`src/rtl/alu_issue_ctrl.sv`:
```
// alu_issue_ctrl: issue sequencer for the single-cycle ALU op units; owns the N/Z/C flag register.
// Optional build macro ALU_B2B_EN: accept a new request in the same cycle as the writeback handshake.
module alu_issue_ctrl #(
  parameter int NUM_OPS  = 4,
  parameter int OP_W     = 2,
  parameter int EXEC_LAT = 1
) (
  input  logic                    clk,
  input  logic                    rst,
  input  logic                    req_valid,
  output logic                    req_ready,
  input  logic [OP_W-1:0]         req_op,
  input  logic                    req_s,
  input  logic [3:0]              req_rd,
  output logic [NUM_OPS-1:0]      op_en,
  input  logic [32*NUM_OPS-1:0]   op_res,
  input  logic [NUM_OPS-1:0]      op_c,
  input  logic [NUM_OPS-1:0]      op_z,
  input  logic [NUM_OPS-1:0]      op_n,
  output logic                    flag_c,
  output logic                    flag_z,
  output logic                    flag_n,
  output logic                    wb_valid,
  input  logic                    wb_ready,
  output logic [31:0]             wb_data,
  output logic [3:0]              wb_rd,
  output logic                    wb_err,
  output logic                    busy
);

  localparam int CNT_W = (EXEC_LAT > 1) ? $clog2(EXEC_LAT) : 1;

  typedef enum logic [1:0] {
    ST_IDLE  = 2'd0,
    ST_ISSUE = 2'd1,
    ST_EXEC  = 2'd2,
    ST_WB    = 2'd3
  } state_t;

  function automatic logic [NUM_OPS-1:0] op_onehot(input logic [OP_W-1:0] op);
    logic [NUM_OPS-1:0] v;
    for (int k = 0; k < NUM_OPS; k++) begin
      v[k] = (op == OP_W'(k));
    end
    return v;
  endfunction

  function automatic logic op_legal(input logic [OP_W-1:0] op);
    return ({{(32-OP_W){1'b0}}, op} < 32'(NUM_OPS));
  endfunction

  state_t               state_r;
  state_t               state_nxt_s;
  logic [OP_W-1:0]      op_r;
  logic                 s_r;
  logic [3:0]           rd_r;
  logic [CNT_W-1:0]     cnt_r;
  logic [NUM_OPS-1:0]   op_en_r;
  logic                 wb_valid_r;
  logic                 busy_r;
  logic                 req_ready_r;
  logic [31:0]          wb_data_r;
  logic [3:0]           wb_rd_r;
  logic                 wb_err_r;
  logic                 flag_c_r;
  logic                 flag_z_r;
  logic                 flag_n_r;
  logic                 accept_s;
  logic                 capture_s;
  logic                 illegal_s;
  logic [NUM_OPS-1:0]   sel_oh_s;
  logic [31:0]          res_sel_s;
  logic                 c_sel_s;
  logic                 z_sel_s;
  logic                 n_sel_s;

  assign sel_oh_s = op_onehot(op_r);

  // Next-state decode and the accept/capture/illegal strobes for this cycle
  always_comb begin
    state_nxt_s = state_r;
    accept_s    = 1'b0;
    capture_s   = 1'b0;
    illegal_s   = 1'b0;
    case (state_r)
      ST_IDLE: begin
        if (req_valid) begin
          accept_s    = 1'b1;
          state_nxt_s = ST_ISSUE;
        end else begin
          state_nxt_s = ST_IDLE;
        end
      end
      ST_ISSUE: begin
        if (!op_legal(op_r)) begin
          illegal_s   = 1'b1;
          state_nxt_s = ST_WB;
        end else begin
          state_nxt_s = ST_EXEC;
        end
      end
      ST_EXEC: begin
        if (cnt_r == {CNT_W{1'b0}}) begin
          capture_s   = 1'b1;
          state_nxt_s = ST_WB;
        end else begin
          state_nxt_s = ST_EXEC;
        end
      end
      ST_WB: begin
        if (wb_ready) begin
`ifdef ALU_B2B_EN
          if (req_valid) begin
            accept_s    = 1'b1;
            state_nxt_s = ST_ISSUE;
          end else begin
            state_nxt_s = ST_IDLE;
          end
`else
          state_nxt_s = ST_IDLE;
`endif
        end else begin
          state_nxt_s = ST_WB;
        end
      end
      default: begin
        state_nxt_s = ST_IDLE;
      end
    endcase
  end

  // Select the active unit's result and flag outputs with a one-hot AND-OR mux
  always_comb begin
    res_sel_s = 32'h0000_0000;
    c_sel_s   = 1'b0;
    z_sel_s   = 1'b0;
    n_sel_s   = 1'b0;
    for (int k = 0; k < NUM_OPS; k++) begin
      res_sel_s = res_sel_s | (op_res[32*k +: 32] & {32{sel_oh_s[k]}});
      c_sel_s   = c_sel_s | (op_c[k] & sel_oh_s[k]);
      z_sel_s   = z_sel_s | (op_z[k] & sel_oh_s[k]);
      n_sel_s   = n_sel_s | (op_n[k] & sel_oh_s[k]);
    end
  end

  // Control state, latched request, execute counter and the registered handshake outputs
  always_ff @(posedge clk or negedge rst) begin
    if (!rst) begin
      state_r     <= ST_IDLE;
      op_r        <= {OP_W{1'b0}};
      s_r         <= 1'b0;
      rd_r        <= 4'h0;
      cnt_r       <= {CNT_W{1'b0}};
      op_en_r     <= {NUM_OPS{1'b0}};
      wb_valid_r  <= 1'b0;
      busy_r      <= 1'b0;
      req_ready_r <= 1'b1;
    end else begin
      state_r     <= state_nxt_s;
      wb_valid_r  <= (state_nxt_s == ST_WB);
      busy_r      <= (state_nxt_s != ST_IDLE);
      req_ready_r <= (state_nxt_s == ST_IDLE);
      if (accept_s) begin
        op_r <= req_op;
        s_r  <= req_s;
        rd_r <= req_rd;
      end
      if (state_r == ST_ISSUE) begin
        cnt_r <= CNT_W'(EXEC_LAT - 1);
      end else if ((state_r == ST_EXEC) && (cnt_r != {CNT_W{1'b0}})) begin
        cnt_r <= cnt_r - CNT_W'(1);
      end
      // Enable rises on the accept edge so it is high for all of ISSUE; an illegal op yields zero
      if (accept_s) begin
        op_en_r <= op_onehot(req_op);
      end else if (capture_s) begin
        op_en_r <= {NUM_OPS{1'b0}};
      end
    end
  end

  // Writeback payload, captured at the end of EXEC or forced to an error for an illegal op
  always_ff @(posedge clk or negedge rst) begin
    if (!rst) begin
      wb_data_r <= 32'h0000_0000;
      wb_rd_r   <= 4'h0;
      wb_err_r  <= 1'b0;
    end else if (capture_s) begin
      wb_data_r <= res_sel_s;
      wb_rd_r   <= rd_r;
      wb_err_r  <= 1'b0;
    end else if (illegal_s) begin
      wb_data_r <= 32'h0000_0000;
      wb_rd_r   <= rd_r;
      wb_err_r  <= 1'b1;
    end
  end

  // Architectural flags, written only at the capture edge of a flag-setting op
  always_ff @(posedge clk or negedge rst) begin
    if (!rst) begin
      flag_c_r <= 1'b0;
      flag_z_r <= 1'b0;
      flag_n_r <= 1'b0;
    end else if (capture_s && s_r) begin
      flag_c_r <= c_sel_s;
      flag_z_r <= z_sel_s;
      flag_n_r <= n_sel_s;
    end
  end

`ifdef ALU_B2B_EN
  assign req_ready = req_ready_r | (wb_valid_r & wb_ready);
`else
  assign req_ready = req_ready_r;
`endif

  assign op_en    = op_en_r;
  assign wb_valid = wb_valid_r;
  assign wb_data  = wb_data_r;
  assign wb_rd    = wb_rd_r;
  assign wb_err   = wb_err_r;
  assign busy     = busy_r;
  assign flag_c   = flag_c_r;
  assign flag_z   = flag_z_r;
  assign flag_n   = flag_n_r;

endmodule

```
`config.mk`:
```
export PLATFORM = sky130hd
export DESIGN_NAME = alu_issue_ctrl
export DESIGN_NICKNAME = d
export VERILOG_FILES = /design/src/rtl/alu_issue_ctrl.sv
export SDC_FILE = /design/constraint.sdc
export NUM_CORES = 1
export LEC_CHECK = 0
export CAP_MARGIN = 10
export CORE_ASPECT_RATIO = 1.1
export CORE_MARGIN = 3
export CORE_UTILIZATION = 33
export DETAILED_ROUTE_END_ITERATION = 10
export GPL_TIMING_DRIVEN = 0
export PLACE_DENSITY = 0.83
export SYNTH_ARGS = -nofsm -noshare
export SYNTH_HDL_FRONTEND = slang
export SYNTH_SLANG_ARGS = --single-unit
export TNS_END_PERCENT = 100
```
`constraint.sdc`:
```
create_clock -name clk -period 1.42 [get_ports clk]
set_input_delay 0.426 -clock clk [delete_from_list [all_inputs] [get_ports clk]]
set_output_delay 0.426 -clock clk [all_outputs]
set_load 0.01 [all_outputs]
```
==> Yosys cells after proc, flatten, opt, wreduce, memory -nomap -nowiden <==
Index checks and enable logic that the tools add are counted.
{ "totals": {"ff_bits": 56, "input_bits": 151, "elab_cells": 74} }
{ "classes": {"addsub": 1, "eq_ne": 10, "n_mux": 12, "n_bitwise": 28, "reduce_logical": 9} }
{ "op_table": {"columns": ["cell", "count"], "rows": [
  ["$and A32 B32 Y32", 4],
  ["$or A32 B32 Y32", 3],
  ["$eq A2 B2 Y1 const B", 7],
  ["$and A1 B1 Y1", 12],
  ["$or A1 B1 Y1", 9],
  ["$logic_not A2 Y1", 4],
  ["$mux W1", 8],
  ["$mux W4", 2],
  ["$pmux W2 S4", 1],
  ["$eq A2 B1 Y1 const B", 3],
  ["$reduce_bool A2 Y1", 3],
  ["$logic_and A1 B1 Y1", 2],
  ["$mux W2", 1],
  ["$sub A1 B1 Y1 const B", 1]
]} }

==> Longest topological paths before layout <==
Gate-level depths: netlist of run 1.
{ "logic_depth": {"ltp_word": 5, "ltp_mapped": 4} }

==> Worst setup path after synthesis of run 1 <==
Ideal clock, no wire load.
{ "synth_timing": {"kind": "register to register", "startpoint": "register op_r[1]", "endpoint": "register wb_data_r[10] (netlist: wb_data[10])", "setup_time_ns": 0.125, "arrival_ns": 1.398, "t_required_ns": 1.295, "path_slack_ns": -0.103, "stages_incl_launch_ff": 5, "period_less_slack_ns": 1.523, "path_cell_list": "dfrtp_1 -> buf_2 -> clkbuf_1 -> mux4_2 -> mux2_4"} }
{ "synth_via": {"elab_chain_cells": 5, "elab_cells_between_ends": 11} }
{ "synth_rtl": {"columns": ["item", "line_no", "source"], "rows": [
  ["from (decl)", "54", "logic [OP_W-1:0] op_r;"],
  ["from (signal assigned)", "150", "op_r <= {OP_W{1'b0}};"],
  ["from (signal assigned)", "164", "op_r <= req_op;"],
  ["$eq A2 B1 Y1 / $logic_not A2 Y1 (equally long branches)", "43", "v[k] = (op == OP_W'(k));"],
  ["$and A32 B32 Y32", "139", "res_sel_s = res_sel_s | (op_res[32*k +: 32] & {32{sel_oh_s[k]}});"],
  ["$or A32 B32 Y32 (2 in a row)", "139", null],
  ["$or A32 B32 Y32 (*)", "139", null],
  ["to (signal assigned)", "189", "wb_data_r <= res_sel_s;"],
  ["to (decl)", "62", "logic [31:0] wb_data_r;"]
]} }
Every way passes the cells marked *; elsewhere a longest branch is shown, timed or not.
A chain may end at the register's enable or synchronous reset.

==> Final worst setup path of run 1 <==
{ "layout_timing": {"startpoint": "register op_r[0]", "endpoint": "register wb_data_r[23] (netlist: wb_data[23])"} }
Same word-level chain as after synthesis.

==> impl_metrics.yaml, run 1 <==
outcome:
  status: "finished, violations left"
  violations: "negative setup slack"
place:
  post-dp-hpwl_mm: 7.334
  place_congestion: 0.7821
  dp_slack_ps: -511.9
  numPortBuffers: 196
sta:
  period_minus_slack_ps: 1608
  hold_ws_ps: 93.45
  max_freq_mhz: 622.0
  min_period_over_period_pct: 113.2
  setup_viol_count_final: 38
  finalClockSkew_ps: 11.40
  slew_violations: 0
  rsz0062_at_grt: "yes"
  slew_headroom_pct: 61.95
  fin_ws_ps: -187.6
  hold_violations: 0
  tightest_slew_ps: 570.7
  finalSetupTns_ps: -5156
synth:
  synth.top_cell.area_share_pct: 44.16
  synth_area_leader_cell: "dfrtp_1"
  synth_ff_type: "dfrtp_1"
  synth_edf_count: 0
  yosysMostFrequentCell: "dfrtp_1"
  synth_warnings: 0
  synthesis.nets: 324
  synth_commonest_cells: "55 x dfrtp_1, 29 x mux2_4, 29 x mux4_2"
  yosysSeqAreaShare_pct: 45.00
  synth_seq_cells: 56
  synth_area_mm2: 0.003117
  postSynthAreaPerCell_um2: 18.02
  synth_cells: 173
  synth.distinct_cells: 27
  async_flop_share_pct: 100.0
  synth.area.top_cells: "dfrtp_1 44%, mux4_2 21%, mux2_4 14%"
power_and_ir_drop:
  p_leak_nw: 2.381
  p_per_area_mw_per_mm2: 1893
  vdd_ir_drop_max_v: 0.0008981
setup_path:
  path_class: "reg -> reg"
  required_ps: 1620
  start_kind: "register"
  crit_fanout: 6
  worstPathArrival_ps: 1800
  cp_top_family: "multiplexers"
  path_buf_inv: 2
  crit_chain: "buf_12, clkbuf_16, mux4_2, mux2_4"
  crit_slowest_cell: "mux4_2"
  cp-end-kind: "register"
  critPathMaxStageDelay_ps: 490
clocking:
  cts-root-buf: "clkbuf_8"
  cts_made_buffers: 5
  clk_path_buf_depth: 2
  clk_pin_slew_ps: 110
  ctsHoldBuffers: 0
  cts_tree: "yes"
  clock_sink_count: 56
  clk_latency_ps: 310
  htree_levels: 2
drt:
  drt-total-wl_mm: 9.473
  drt_iter0_markers: 54
  antenna_left: 0
  drcViolationCount: 0
  wl_per_cell_um: 18.25
  post_drt_via_cell_ratio: 4.909
  drt_pass1_iterations: 4
  num_vias: 2548
hold_path:
  worstHoldPathType: "in -> async"
finish:
  multi_input_area_mm2: 0.001602
  register_area_mm2: 0.001406
  final_util_pct: 62.32
  areaGrowthSynthToFinish_pct: 80.13
  final_nets: 555
  n_antenna_cell: 0
  layout-drive-gt1-share_pct: 39.75
  fill_cells: 704
global_routing:
  track_usage_pct: 17.32
  antenna_found_initial: 0
  grt_pass1_vias: 2779
  grt_pass1_wl_mm: 14.50
  grt_overflow: 0
  grt_max_degree: 34
floorplan:
  rows: 36
  dieWidth_um: 98.66
  dieArea_mm2: 0.01065
  coreArea_mm2: 0.009009
  die_h_um: 107.9
  ios: 198
  start_util_pct: 34.60
job:
  maxCapViolations: 0
==> worst register-to-register path, stage by stage, from the launching register on <==
cell and delay, ps:
dfrtp_2 420, buf_12 150, clkbuf_16 160, mux4_2 490
mux2_4 270
==> logic make-up (layout without fill, tap and decap cells) <==
| logic type | after synthesis | count (layout) | share of synthesized area, % |
|---|---|---|---|
| flip-flops | 56 | 56 | 45.00 |
| AO/OA/AOI/OAI | 8 | 8 | 2.248 |
| other | 1 | 1 | 0.1203 |
| buffers and inverters | 17 | 249 | 4.496 |
| AND/OR/NAND/NOR | 9 | 9 | 1.686 |
| multiplexers | 82 | 82 | 46.45 |
==> metrics by stage <==
| step | instances | total power (W) | cell area [um2] |
|---|---|---|---|
| floorplan | 173 | 0.006651 | 3124 |
| global placement | 483 | 0.008897 | 5229 |
| detailed placement | 484 | 0.009054 | 5244 |
| global route | 519 | 0.01132 | 5614 |
| CTS | 510 | 0.01046 | 5563 |
| finish | 519 | 0.01063 | 5614 |
==> layout make-up <==
class	count	area share (%)
buffer	14	3.053
clock buffer	5	1.226
clock inverter	3	0.4903
inverter	3	0.2006
multi-input combinational	100	28.53
sequential	56	25.05
tap	114	2.541
timing repair buffer	224	38.91
==> report_power, final <==
part	switching [W]	internal, W
clock network	0.000569	0.000364
logic	0.00239	0.00447
registers	0.000431	0.00240
total	0.00339	0.00724
==> timing repair <==
item                                   CTS  global route
setup endpoints to repair               98            73
cloned                                   1             3
endpoints found under the hold margin    0             0
gates resized for setup                110            42
setup buffers                           17             6
pin swaps                                0             1
==> flip-flops by register name, summed over array words and instances, names as in the netlist, 2 cells and up <==
signal   flops
op_en        4
wb_data     32
op_r         2
rd_r         4
state_r      2
wb_rd        4
==> worst paths after layout <==
kind                           from     endpoint  slack, ps  cells past startpoint
max                         op_r[0]  wb_data[23]       -190                      4
min                             rst  wb_data[13]         90                      1
max reg2reg                 op_r[0]  wb_data[23]       -190                      4
min reg2reg                op_en[1]     op_en[1]        510                      1
max in group asynchronous       rst    req_ready        690                      2
min in group clk           op_en[1]     op_en[1]        510                      1
==> cells in the final DEF (no fill, tap or decap), types with 2 or more instances in the layout <==
cell type,instances
buf_12,7
buf_6,8
dfrtp_2,3
inv_1,3
mux4_2,35
dfrtp_1,52
mux2_4,37
nand2_1,3
buf_2,2
buf_4,23
clkbuf_16,3
clkdlybuf4s50_1,148
clkdlybuf4s15_1,25
mux2_2,9
nor3b_4,2
a32o_1,4
clkbuf_8,5
clkbuf_2,20
==> per-layer routing <==
layer,routed length (um),up-vias,track usage [%]
met5,0,-,0
met3,712,4,4.925
li1,-,1143,-
met2,5172,113,32.08
met4,34,0,2.829
met1,3554,1288,20.28
Power figures use the tool's default switching activity.
==> run 2: changes to the inputs <==
--- a/config.mk
+++ b/config.mk
@@ -5,12 +5,14 @@
 export SDC_FILE = /design/constraint.sdc
 export NUM_CORES = 1
 export LEC_CHECK = 0
+export ABC_CLOCK_PERIOD_IN_PS = 1420
 export CAP_MARGIN = 10
 export CORE_ASPECT_RATIO = 1.1
 export CORE_MARGIN = 3
 export CORE_UTILIZATION = 33
 export DETAILED_ROUTE_END_ITERATION = 10
 export GPL_TIMING_DRIVEN = 0
+export MAX_ROUTING_LAYER = met4
 export PLACE_DENSITY = 0.83
 export SYNTH_ARGS = -nofsm -noshare
 export SYNTH_HDL_FRONTEND = slang
==> run 2 against run 1 <==
The run still ends with negative setup slack left. Core utilization stayed put. First-iteration DRC count is 1.9% lower. Via count up 0.24%. Sequential share of layout area unchanged. Combinational power about the same. Clock skew about the same. Clock power shrank 0.5%. Clock-buffer cell count unchanged. Design area unchanged. Critical path depth unchanged. Maximum frequency hardly changed. Sequential power about the same. Critical path type unchanged. Largest cell class unchanged.
==> impl_metrics.yaml, run 2 (synthesis results as in run 1) <==
outcome:
  status: "finished, violations left"
  violations: "negative setup slack"
sta:
  finalClockSkew_ps: 11.39
  period_minus_slack_ps: 1607
  fin_ws_ps: -187.3
  rsz0062_at_grt: "yes"
  slew_violations: 0
  setup_viol_count_final: 40
  tightest_slew_ps: 569.0
  slew_headroom_pct: 62.07
  max_freq_mhz: 622.2
  hold_violations: 0
  min_period_over_period_pct: 113.2
floorplan:
  die_h_um: 107.9
  dieWidth_um: 98.66
  ios: 198
  rows: 36
  dieArea_mm2: 0.01065
  coreArea_mm2: 0.009009
  start_util_pct: 34.60
setup_path:
  path_class: "reg -> reg"
  crit_slowest_cell: "mux4_2"
  required_ps: 1620
  worstPathArrival_ps: 1800
  crit_fanout: 6
  reg2regPathDepth: 4
  cp-end-kind: "register"
  start_kind: "register"
  crit_chain: "buf_12, clkbuf_16, mux4_2, mux2_4"
  critPathMaxStageDelay_ps: 490
finish:
  final_area_mm2: 0.005614
  final_common_cell: "clkdlybuf4s50_1"
  final_nets: 555
  largest_reg_flops: 32
  final_util_pct: 62.32
  layout-drive-gt1-share_pct: 39.75
  n_antenna_cell: 0
  areaGrowthSynthToFinish_pct: 80.13
  final_cell_mix: "148 x clkdlybuf4s50_1, 52 x dfrtp_1, 37 x mux2_4"
  fin_cells: 519
clocking:
  clk_pin_slew_ps: 110
  clk_path_buf_depth: 2
  htree_levels: 2
  clock_sink_count: 56
  ctsHoldBuffers: 0
  cts_made_buffers: 5
  clk_latency_ps: 310
  cts_tree: "yes"
  cts-root-buf: "clkbuf_8"
place:
  dpl_cell_area_mm2: 0.005244
  place_congestion: 0.7930
  numPortBuffers: 196
  post-dp-hpwl_mm: 7.334
  place_inst: 484
drt:
  drcViolationCount: 0
  post_drt_via_cell_ratio: 4.921
  drt_iter0_markers: 53
  highest_layer: "met4"
  wl_met3_um: 684
  wl_per_cell_um: 18.24
  drt-total-wl_mm: 9.469
  m1WireLength_mm: 3.568
  wl_met2_mm: 5.184
  antenna_left: 0
  drt_pass1_iterations: 4
  num_vias: 2554
job:
  maxCapViolations: 0
global_routing:
  grt_pass1_wl_mm: 14.49
  antenna_found_initial: 0
  grt_pass1_vias: 2781
  track_usage_pct: 17.84
  grt_max_degree: 34
  grt_overflow: 0
power_and_ir_drop:
  p_per_area_mw_per_mm2: 1893
  vdd_ir_drop_max_v: 0.0008975
  power_w: 0.01063
  p_leak_nw: 2.381
hold_path:
  worstHoldPathType: "in -> async"
[run 2: area by class of cell]
| type | instances | area [um2] |
|---|---|---|
| Inverter | 3 | 11.26 |
| Multi-Input combinational cell | 100 | 1602 |
| Buffer | 14 | 171.4 |
| Sequential cell | 56 | 1406 |
| Tap cell | 114 | 142.6 |
| Fill cell | 704 | 3395 |
| Clock buffer | 5 | 68.82 |
| Clock inverter | 3 | 27.53 |
| Timing Repair Buffer | 224 | 2185 |
[run 2: through the flow]
stage / TNS [ps] / setup slack, ps / hold WS (ps)
after floorplan: -1935 / -68.06 / 130.4
after global placement: -116600 / -1847 / 476.2
after detailed placement: -14830 / -511.9 / 455.4
after CTS: -5576 / -205.1 / 101.2
after global routing: -6871 / -219.7 / 123.5
final: -5235 / -187.3 / 92.48
[run 2: critical path: cells and delay by family, from the launching register on]
family / cells / cell delay [ps]
buf+inv: 2 / 300
flops: 1 / 420
mux: 2 / 760
[run 2: what timing repair did]
action / CTS / global route
pin swaps: 0 / 1
buffers inserted: 17 / 6
gates cloned: 1 / 3
resized for setup: 110 / 42
endpoints found under the setup margin: 98 / 73
[run 2: routing by layer]
metal | up-vias | global-route usage [%]
met5 | - | -
met2 | 113 | 32.03
met4 | 0 | 2.829
met3 | 4 | 4.601
met1 | 1296 | 20.53
li1 | 1141 | -
[run 2: power breakdown]
part           leakage, nW  internal (W)  switching, W
Clock               0.0463      0.000364      0.000564
Sequential           0.661       0.00240      0.000432
Combinational         1.67       0.00447       0.00239
Total                 2.38       0.00724       0.00339
[run 2: worst paths after layout]
| path | startpoint | to | slack [ps] |
|---|---|---|---|
| min in group clk | op_en[1] | op_en[1] | 510 |
| worst min register to register | op_en[1] | op_en[1] | 510 |
| max in group asynchronous | rst | req_ready | 690 |
| worst max register to register | op_r[0] | wb_data[23] | -190 |
| worst max-delay path | op_r[0] | wb_data[23] | -190 |
| worst min-delay path | rst | wb_data[13] | 90 |
